<file path="src/rtl/multi_channel_clk_divider.sv">
// NUM_CH independent clock dividers sharing one clock. Each channel has a
// double-buffered divisor, an enable, a square-wave output and a tick strobe.
module multi_channel_clk_divider #(
  parameter  int NUM_CH      = 4,
  parameter  int CNT_W       = 26,
  parameter  int DEFAULT_DIV = 50000000,
  localparam int CH_W        = (NUM_CH > 1) ? $clog2(NUM_CH) : 1
) (
  input  logic              clk,
  input  logic              rst_n,
  input  logic [NUM_CH-1:0] en,
  input  logic              sync,
  input  logic              wr_en,
  input  logic [CH_W-1:0]   wr_ch,
  input  logic [CNT_W-1:0]  wr_div,
  output logic [NUM_CH-1:0] clk_out,
  output logic [NUM_CH-1:0] tick,
  output logic [NUM_CH-1:0] pending
);

  logic [CNT_W-1:0]  cnt_q    [NUM_CH];
  logic [CNT_W-1:0]  cnt_d    [NUM_CH];
  logic [CNT_W-1:0]  div_q    [NUM_CH];
  logic [CNT_W-1:0]  div_d    [NUM_CH];
  logic [CNT_W-1:0]  shadow_q [NUM_CH];
  logic [CNT_W-1:0]  shadow_d [NUM_CH];
  logic [CNT_W-1:0]  eff_div  [NUM_CH];
  logic [NUM_CH-1:0] running_q, running_d;
  logic [NUM_CH-1:0] pending_q, pending_d;
  logic [NUM_CH-1:0] clk_out_q, clk_out_d;
  logic [NUM_CH-1:0] tick_q, tick_d;
  logic              wr_ok;

  // High-phase length: ceil(D/2), so odd divisors spend the extra cycle high.
  function automatic logic [CNT_W:0] half(input logic [CNT_W-1:0] d);
    return ({1'b0, d} + (CNT_W+1)'(1)) >> 1;
  endfunction

  assign wr_ok = wr_en && (32'(wr_ch) < NUM_CH);

  always_comb begin
    for (int i = 0; i < NUM_CH; i++) begin
      eff_div[i]   = pending_q[i] ? shadow_q[i] : div_q[i];
      cnt_d[i]     = cnt_q[i];
      div_d[i]     = div_q[i];
      shadow_d[i]  = shadow_q[i];
      pending_d[i] = pending_q[i];
      running_d[i] = running_q[i];
      clk_out_d[i] = clk_out_q[i];
      tick_d[i]    = tick_q[i];

      if (!en[i]) begin
        cnt_d[i]     = '0;
        running_d[i] = 1'b0;
        clk_out_d[i] = 1'b0;
        tick_d[i]    = 1'b0;
      end else if (sync || !running_q[i] || (cnt_q[i] == div_q[i] - CNT_W'(1))) begin
        // Period boundary (sync, start or wrap): the shadow takes effect here.
        // A zero divisor lands the channel in the idle state instead.
        div_d[i]     = eff_div[i];
        pending_d[i] = 1'b0;
        cnt_d[i]     = '0;
        running_d[i] = (eff_div[i] != '0);
        clk_out_d[i] = (eff_div[i] != '0);
        tick_d[i]    = (eff_div[i] != '0);
      end else begin
        cnt_d[i]     = cnt_q[i] + CNT_W'(1);
        tick_d[i]    = 1'b0;
        clk_out_d[i] = ({1'b0, cnt_q[i] + CNT_W'(1)} < half(div_q[i]));
      end

      // A write on an apply edge wins over the clear, so it stays pending.
      if (wr_ok && (32'(wr_ch) == i)) begin
        shadow_d[i]  = wr_div;
        pending_d[i] = 1'b1;
      end
    end
  end

  always_ff @(posedge clk or negedge rst_n) begin
    if (!rst_n) begin
      for (int i = 0; i < NUM_CH; i++) begin
        cnt_q[i]    <= '0;
        div_q[i]    <= CNT_W'(DEFAULT_DIV);
        shadow_q[i] <= CNT_W'(DEFAULT_DIV);
      end
      running_q <= '0;
      pending_q <= '0;
      clk_out_q <= '0;
      tick_q    <= '0;
    end else begin
      for (int i = 0; i < NUM_CH; i++) begin
        cnt_q[i]    <= cnt_d[i];
        div_q[i]    <= div_d[i];
        shadow_q[i] <= shadow_d[i];
      end
      running_q <= running_d;
      pending_q <= pending_d;
      clk_out_q <= clk_out_d;
      tick_q    <= tick_d;
    end
  end

  assign clk_out = clk_out_q;
  assign tick    = tick_q;
  assign pending = pending_q;

endmodule

</file>
<file path="config.mk">
export PLATFORM = sky130hd
export DESIGN_NAME = multi_channel_clk_divider
export DESIGN_NICKNAME = d
export VERILOG_FILES = /design/src/rtl/multi_channel_clk_divider.sv
export SDC_FILE = /design/constraint.sdc
export NUM_CORES = 1
export LEC_CHECK = 0
export CAP_MARGIN = 20
export CORE_ASPECT_RATIO = 1.5
export CORE_MARGIN = 2
export CORE_UTILIZATION = 61
export CTS_CLUSTER_SIZE = 8
export DETAILED_ROUTE_END_ITERATION = 10
export PLACE_DENSITY_LB_ADDON = 0.25
export SYNTH_ARGS = -nofsm -noshare
export SYNTH_HDL_FRONTEND = slang
export SYNTH_SLANG_ARGS = --single-unit
export TNS_END_PERCENT = 20
</file>
<file path="constraint.sdc">
create_clock -name clk -period 7.65 [get_ports clk]
set_clock_uncertainty 0.15 [all_clocks]
set_input_delay 1.53 -clock clk [delete_from_list [all_inputs] [get_ports clk]]
set_output_delay 1.53 -clock clk [all_outputs]
set_load 0.01 [all_outputs]
</file>
==> run metrics, run 1 <==
Worst-Skew Late Latency ~560 ps; H-tree depth 2; maximum clock path buffer count 3; post-cts sizing count 0; Data arrival, critical path about 4500 ps; syn nets about 2500; CP startpoint kind flop; mux contribution to synthesized area 9.616%; Least-Margin Pin Slew 1136 ps; starting density of the core 61.39%; fmax about 0.24 GHz; Die Y between 200 and 250 µm; Cell Pwr Density 296.9 mW/mm²; # DRC 0; gr busiest metal met2; internal power approximately 0.0045 W; top post-synthesis cells by area dfrtp_1 (26%), dfstp_2 (11%), mux2_2 (9.3%); Placed Instance Area approximately 0.023 mm²; Setup Buffers After CTS 0; cells on worst reg2reg path 8; worst-path fanout max 30; Port-buffer cells 47; combinational family with the most area after synthesis simple AND/OR/NAND/NOR gates; ys flop type dfrtp_1; global-route wire length before repair slightly above 90000 µm; Detail Route Antenna Nets 0; Post-Synth Simple-Gate Area approximately a fifth; vias in the first global route around 18000; proportion of layout cells with a drive suffix above 1 about 17%; Final setup viols 0; WL final 56830 µm; Hold Buf Count CTS 0; Post-Syn Area ~0.022 mm²; clock slew at reported path FFs approximately 50 ps; Clk pwr share between 20% and 30%; Tcrit/Tclk final a little over half; antenna violations before repair 2; Worst VDD drop 0.2304 mV; Pre-antenna DRT Iters 6; Fin. Hold Viols 0; Final min period ~4200 ps; GRT overflow 0; per-cell routed wire length just over 20 µm; yosys warns 0; GR Util met3 between 4 and 5%; Post-synth EDFFs 0; Post-Synth Adder-Cell Area under 10%; max-slew violation count 0; Async SR Flop Fraction between 90% and 100%; global routing usage on met1 approximately 36%; DRT iter0 DRCs between 1000 and 1500; critical path class reg2reg; Avg Inst Size Synth just under 10 µm²; Sinks on Clock Net 328; Total GRT Usage about 30%; register area share after synthesis 37.19%; top-area cell type share of the netlist area between 20% and 30%; largest net degree at the start of global routing 162; worst hold margin between 300 and 400 ps; row cnt 86; cts bufs inserted 46; Unique masters post-synth between 80 and 90; FF+latch count, synth ~330; area leader, netlist dfrtp_1; core area ~0.036 mm²; Max-Cap Viols 0; via/cell ratio about 6.3; Die ar. between 0.03 and 0.04 mm²; leak pwr around 10 nW; CP Data Required Time approximately 7900 ps; Finished Cell Area between 0.02 and 0.025 mm²; RSZ-0062 raised after global routing false; DP HPWL 41300 µm; Post-Synth XOR/XNOR Area between 10% and 20%; Layout Nets about 2400; I/O pin total 48; Gate power share between 30% and 40%; Hold Crit Class reg2reg; Via Count between 15000 and 20000; setup TNS 0 ps; M2 GR Usage a little over half; RD Place Congestion around 0.91; WHS Path Cells 1; switching power share of the total between 30% and 40%; status completed; post-synthesis cell count between 2000 and 2500; DIE WIDTH 160.4 µm; compound-gate portion of the synthesized area under 10%; synthesis-to-layout area growth 8.085%; Net Switching roughly 0.0027 W; Slew headroom 23.29%; clk root buf clkbuf_16; CTS tree done; critical path endpoint category flop; Seq pwr share 43.2%
## cells in the final DEF, fill, tap and decap left out, types with 57 or more instances in the layout
cell type / synthesis / layout
mux2_2: 185 / 185
xor2_1: 154 / 154
nand2_1: 140 / 140
nor3_1: 67 / 67
nand4_1: 57 / 57
nor2_1: 126 / 126
nor2b_1: 73 / 73
xnor2_1: 174 / 174
nand3_1: 125 / 125
dfstp_2: 96 / 96
ha_1: 112 / 112
dfrtp_1: 232 / 232
and3_1: 85 / 85
inv_1: 68 / 68
## worst max-delay path, cell delays in order, from the launching register on
cell	delay [ps]
dfrtp_1	540
or4_1	680
and4b_1	480
nand3_1	150
or4_2	550
o211ai_1	400
a31oi_4	380
buf_4	370
o32ai_1	340
## layout make-up
type                            instances  area (µm²)
Clock buffer                           79        1296
Tap cell                              484       605.6
Multi-Input combinational cell       1752       13050
Inverter                               68       255.2
Fill cell                            2892       12270
Antenna cell                            1       2.502
Sequential cell                       328        8328
Timing Repair Buffer                   61       633.1
Clock inverter                          2       32.53
## registers in the layout (all words and copies together), names as in the netlist
name	flops
cnt_q	104
clk_out	4
pending	4
running_q	4
tick	4
shadow_q	104
div_q	104
## per-layer routing
metal	wire length, µm	up-vias	share of wire, %
li1	-	8184	-
met1	22840	8630	40
met2	28810	509	51
met3	2612	162	4.6
met4	2550	2	4.5
met5	13	-	0.023
## cell usage after synthesis (all sizes together) (5+ instances only)
library cell	number
dfrtp	232
mux2	185
xnor2	174
xor2	154
nand2	141
clkbuf	128
nor2	126
nand3	125
ha	112
dfstp	96
and3	86
nor2b	73
inv	68
nor3	67
nand4	57
a21oi	51
nor4	45
o21ai	33
or4	32
buf	29
o32ai	27
a21o	24
and4	18
a31oi	15
o22ai	14
nand2b	12
nand3b	10
o2111ai	10
or2	9
or3	9
a22oi	8
nor3b	8
and2	7
mux2i	7
o211ai	7
a2111o	6
a211oi	6
nand4b	6
o21a	6
a211o	5
and3b	5
nor4b	5
o41ai	5
## worst paths after layout
check                             start      endpoint  slack [ps]
setup / recovery              div_q[61]     div_q[65]        3470
hold reg to reg            shadow_q[52]  shadow_q[52]         360
hold / removal             shadow_q[52]  shadow_q[52]         360
max in group asynchronous         rst_n       tick[0]        5060
setup reg to reg              div_q[61]     div_q[65]        3470
min in group asynchronous         rst_n     cnt_q[42]         800
## cell families after synthesis
family / after synthesis
AO/OA/AOI/OAI: 265
XOR/XNOR: 328
adder cells (fa/ha/maj): 112
buffers and inverters: 227
flip-flops: 328
multiplexers: 192
AND/OR/NAND/NOR: 855
## power by group through the flow
stage / registers (W) / logic [W] / clock network (W)
detailed placement: 0.00310 / 0.00215 / 0
finish: 0.00310 / 0.00218 / 0.00190
CTS: 0.00307 / 0.00218 / 0.00193
global route: 0.00316 / 0.00244 / 0.00201
floorplan: 0.00240 / 0.00223 / 0
global placement: 0.00307 / 0.00208 / 0
## through the flow
step	power [W]	utilization, %	setup slack [ps]	cells
after floorplan	0.004630	-	3756	2307
after global placement	0.005151	62.55	3376	2691
after detailed placement	0.005248	62.63	3271	2692
after CTS	0.007182	66.27	3295	2773
after global routing	0.007606	66.35	3187	2774
final	0.007186	66.35	3467	2775
(Power assumes the default switching activity.)
==> run 2, diff against run 1 <==
Clock period 7.65 ns to 4.1 ns, I/O delays scaled along.
==> run metrics, run 2 (synthesized netlist as in run 1, its figures left out) <==
Least-Margin Pin Slew 816.1 ps (-319.8 ps); Sinks on Clock Net 328 (unchanged); commonest cells after routing, fill and taps aside dfrtp_1 (232), mux2_2 (185), xnor2_1 (174); Hold Crit Class in2async; via/cell ratio 6.285 (-0.27%); CTS tree done; Die Y 238.7 µm (unchanged); DIE WIDTH 160.4 µm (unchanged); fmax 0.2647 GHz (+11%); starting density of the core 61.39% (unchanged); worst-path fanout max 30 (unchanged); Data arrival, critical path 4080 ps (-400 ps); Setup Buffers After CTS 0 (unchanged); antenna violations before repair 0 (-2); critical path class reg2reg; Crit-path slowest cell or4_1; Fin. Hold Viols 0 (unchanged); Via Count 17820 (+1.9%); CP Data Required Time 4400 ps (-3540 ps); clock slew at reported path FFs 60 ps (about the same); flop-to-flop setup slack 320 ps (-3140 ps); GRT overflow 0 (unchanged); Final min period 3778 ps (-405.2 ps); row cnt 86 (unchanged); Layout Nets 2461 (+2.3%); cells on worst reg2reg path 9 (+1); total power 0.01383 W (+92%); proportion of layout cells with a drive suffix above 1 18.72% (+2.0 points); RSZ-0062 raised after global routing false; Layout Utilization 67.79% (+1.4 points); Regs by FF count cnt_q x104, div_q x104, shadow_q x104; CP max stage delay 630 ps (-50 ps); largest net degree at the start of global routing 91 (-44%); Detail Route Antenna Nets 0 (unchanged); Die ar. 0.03829 mm² (unchanged); crit path cell chain or4_1, and4b_1, and3_1, xnor2_1, a2111oi_0, and4bb_2, a31oi_4, buf_4, o32ai_1; cts bufs inserted 47 (+2.2%); Worst-Skew Late Latency 570 ps (about the same); Worst VDD drop 0.4572 mV (+98%); critical path endpoint category flop; Final setup viols 0 (unchanged); clk root buf clkbuf_16; Tcrit/Tclk final 92.14% (+37 points); per-cell routed wire length 20.97 µm (+2.4%); vias in the first global route 18480 (+2.6%); CP startpoint kind flop; reg2reg start div_q[62]; setup TNS 0 ps (unchanged); Slew headroom 44.88% (+22 points); WL final 59470 µm (+4.6%); DP HPWL 43540 µm (+5.4%); Cell Pwr Density 559.4 mW/mm² (+88%); DRT iter0 DRCs 1067 (-1.3%); Pre-antenna DRT Iters 7 (+1); max-slew violation count 0 (unchanged); Port-buffer cells 47 (unchanged); Total GRT Usage 31.33% (+1.4 points); Hold Buf Count CTS 0 (unchanged); synthesis-to-layout area growth 10.42%; post-cts sizing count 0 (unchanged); RD Place Congestion 0.9493 (+3.9%); I/O pin total 48 (unchanged); core area 0.03648 mm² (unchanged); leak pwr 10.51 nW (+3.1%); maximum clock path buffer count 3 (unchanged); H-tree depth 2 (unchanged); Reg2Reg Capture Point div_q[77]; global-route wire length before repair 96430 µm (+3.7%); Max-Cap Viols 0 (unchanged); status completed; most common cell after layout, fill and taps aside dfrtp_1; # DRC 0 (unchanged)
-- run 2: changes by cell type in the layout (fill, tap and decap cells not counted), moves of 2 or more --
cell,previous run,this run
buf_12,1,9
buf_16,2,0
buf_4,11,60
clkbuf_1,32,35
clkinv_8,2,0
inv_16,0,2
-- run 2: layer usage --
metal / track usage, % / routed length, µm / vias to the layer above
li1: - / - / 8297
met3: 4.840 / 2623 / 160
met2: 55.37 / 30500 / 482
met5: 0 / 0 / -
met1: 36.69 / 23550 / 8885
met4: 16.41 / 2798 / 0
-- run 2: worst max-delay path: cells and delay by family, from the launching register on --
family	cells	cell delay, ps
and+or+nand+nor	4	1810
AOI/OAI and AO/OA	3	890
DFF	1	390
buffers and inverters	1	270
xor gates and xnor gates	1	150
-- run 2: power breakdown --
part	internal [W]	leakage, nW	switching, W
sequential	0.00414	4.00	0.00133
combinational	0.00225	5.86	0.00245
clock	0.00218	0.656	0.00148
-- run 2: cell type report --
class                   count  area, µm²
multi-input cells        1752      13050
fillers                  2814      11750
flip-flops and latches    328       8328
clock buffers              83       1321
repair buffers            116       1106
well taps                 484      605.6
inverters                  68      255.2
clock inverters             4      57.56
diodes                      1      2.502
-- run 2: how the worst max path moves through the flow --
stage / start / to / slack (ps) / depth (start not counted)
after global routing: div_q[38] / cnt_q[46] / 30 / 9
final: div_q[62] / div_q[77] / 320 / 9
after global placement: div_q[53] / div_q[55] / 450 / 10
after detailed placement: div_q[53] / div_q[68] / 420 / 10
after CTS: div_q[62] / div_q[77] / 370 / 9
after floorplan: div_q[52] / div_q[58] / 210 / 12
-- run 2: metrics by stage --
step,setup slack [ps],hold WS (ps),std cells,cell area (µm²)
after global routing,34.44,151.0,2835,24730
final,322.4,75.00,2836,24730
after CTS,366.0,120.5,2835,24730
after floorplan,206.1,324.9,2307,22390
after global placement,447.4,340.3,2748,23350
after detailed placement,415.6,342.6,2748,23350
==> run 3, diff against run 2 <==
Settings changed: CTS_BUF_LIST set to sky130_fd_sc_hd__clkbuf_4.
==> run metrics, run 3 (synthesized netlist as in run 1, its figures left out) <==
leak pwr 10.51 nW (about the same); maximum clock path buffer count 3 (unchanged); Placed Instance Area 0.02335 mm² (unchanged); Slew headroom 48.97% (+4.1 points); total power 0.01302 W (-5.8%); Worst VDD drop 0.3897 mV (-15%); most frequent CP cell nor4b_1; global routing usage on met1 36.57% (-0.12 points); Hold Crit Class reg2reg; vias in the first global route 18550 (+0.36%); Final setup viols 0 (unchanged); status completed; Port-buffer cells 47 (unchanged); M2 GR Usage 54.78% (-0.59 points); Setup Buffers After CTS 0 (unchanged); Least-Margin Pin Slew 755.6 ps (-60.42 ps); DRT iter0 DRCs 1110 (+4.0%); Finished Cell Area 0.02444 mm² (-1.2%); max-slew violation count 0 (unchanged); Tcrit/Tclk final 91.30% (-0.84 points); Crit-path slowest cell or4_1; via/cell ratio 6.205 (-1.3%); per-cell routed wire length 20.33 µm (-3.0%); DP HPWL 43540 µm (unchanged); # DRC 0 (unchanged); Worst-Skew Late Latency 810 ps (+240 ps); WHS Path Cells 1; Setup WS post-layout 356.9 ps (+34.45 ps); I/O pin total 48 (unchanged); Layout Nets 2496 (+1.4%); Regs by FF count cnt_q x104, div_q x104, shadow_q x104; Via Count 17980 (+0.88%); Die Y 238.7 µm (unchanged); proportion of layout cells with a drive suffix above 1 21.72% (+3.0 points); H-tree depth 3 (+1); WL final 58930 µm (-0.90%); cts bufs inserted 81 (+72%); DIE WIDTH 160.4 µm (unchanged); Total GRT Usage 31.21% (-0.11 points); CP Data Required Time 4640 ps (+240 ps); clk root buf clkbuf_4; Detail Route Antenna Nets 0 (unchanged); Final min period 3743 ps (-34.45 ps); most common cell after layout, fill and taps aside dfrtp_1; core area 0.03648 mm² (unchanged); CTS tree done; gr busiest metal met2; Cell Pwr Density 532.9 mW/mm² (-4.7%); worst-path fanout max 26 (-13%); CP startpoint kind flop; antenna violations before repair 1 (+1); fmax 0.2672 GHz (+0.92%); Max-Cap Viols 0 (unchanged); row cnt 86 (unchanged); RSZ-0062 raised after global routing false; post-cts sizing count 0 (unchanged); largest net degree at the start of global routing 91 (unchanged); crit path cell chain nor3_1, nand4_1, nor4b_1, xnor2_1, or4_1, nor4b_1, a21boi_1, buf_4, and3_1; Setup WS pre-CTS 415.6 ps (unchanged); synthesis-to-layout area growth 9.124%; global-route wire length before repair 95680 µm (-0.77%); setup TNS 0 ps (unchanged); RD Place Congestion 0.9493 (unchanged); starting density of the core 61.39% (unchanged); Die ar. 0.03829 mm² (unchanged); Pre-antenna DRT Iters 5 (-2); GR Util met3 4.528% (-0.31 points); commonest cells after routing, fill and taps aside dfrtp_1 (232), mux2_2 (185), xnor2_1 (174); Hold Buf Count CTS 1 (+1); critical path class reg2reg; Fin. Hold Viols 0 (unchanged); cells on worst reg2reg path 9 (unchanged); Data arrival, critical path 4280 ps (+200 ps); CP max stage delay 490 ps (-140 ps); clock slew at reported path FFs 60 ps (about the same); GRT overflow 0 (unchanged); critical path endpoint category flop; Sinks on Clock Net 328 (unchanged)
run 3: cell count changes in the layout (fill, tap and decap cells not counted), sizes merged:
cell / before / now
clkinv: 1 / 21
dlygate4sd3: 0 / 1
clkbuf: 83 / 124
inv: 71 / 70
bufinv: 0 / 1
run 3: per-layer routing:
layer / wire length [µm] / vias to the layer above
li1: - / 8409
met1: 23450 / 8900
met2: 30030 / 496
met3: 2609 / 176
met4: 2841 / 0
met5: 0 / -
run 3: metrics by stage:
step | cells | utilization [%] | hold WS [ps]
floorplan | 2307 | - | 324.9
global placement | 2748 | 64.00 | 340.3
detailed placement | 2748 | 64.00 | 342.6
CTS | 2897 | 66.99 | 350.7
global route | 2898 | 66.99 | 383.8
finish | 2898 | 66.99 | 359.0
run 3: path summary, 6_finish.rpt:
kind,from,end,slack (ps)
max,div_q[38],cnt_q[42],360
min,shadow_q[60],shadow_q[60],360
max reg2reg,div_q[38],cnt_q[42],360
min reg2reg,shadow_q[60],shadow_q[60],360
max in group asynchronous,rst_n,shadow_q[71],2340
min in group asynchronous,rst_n,cnt_q[36],440
run 3: layout make-up:
cell class | count | area [µm²]
flip-flops and latches | 328 | 8328
fillers | 2901 | 12040
repair buffers | 117 | 1116
inverters | 68 | 255.2
well taps | 484 | 605.6
clock buffers | 124 | 930.9
diodes | 1 | 2.502
clock inverters | 24 | 147.6
multi-input cells | 1752 | 13050
run 3: worst max-delay path: cells and delay by family, from the launching register on:
family                 cells  cell delay, ps
AO/OA/AOI/OAI              1             250
AND/OR/NAND/NOR            6            2380
flip-flops                 1             430
XOR/XNOR                   1             120
buffers and inverters      1             290
run 3: power breakdown:
part / internal [W] / switching [W] / total [W]
logic: 0.00225 / 0.00243 / 0.00468
clock network: 0.00146 / 0.00143 / 0.00289
registers: 0.00414 / 0.00132 / 0.00546
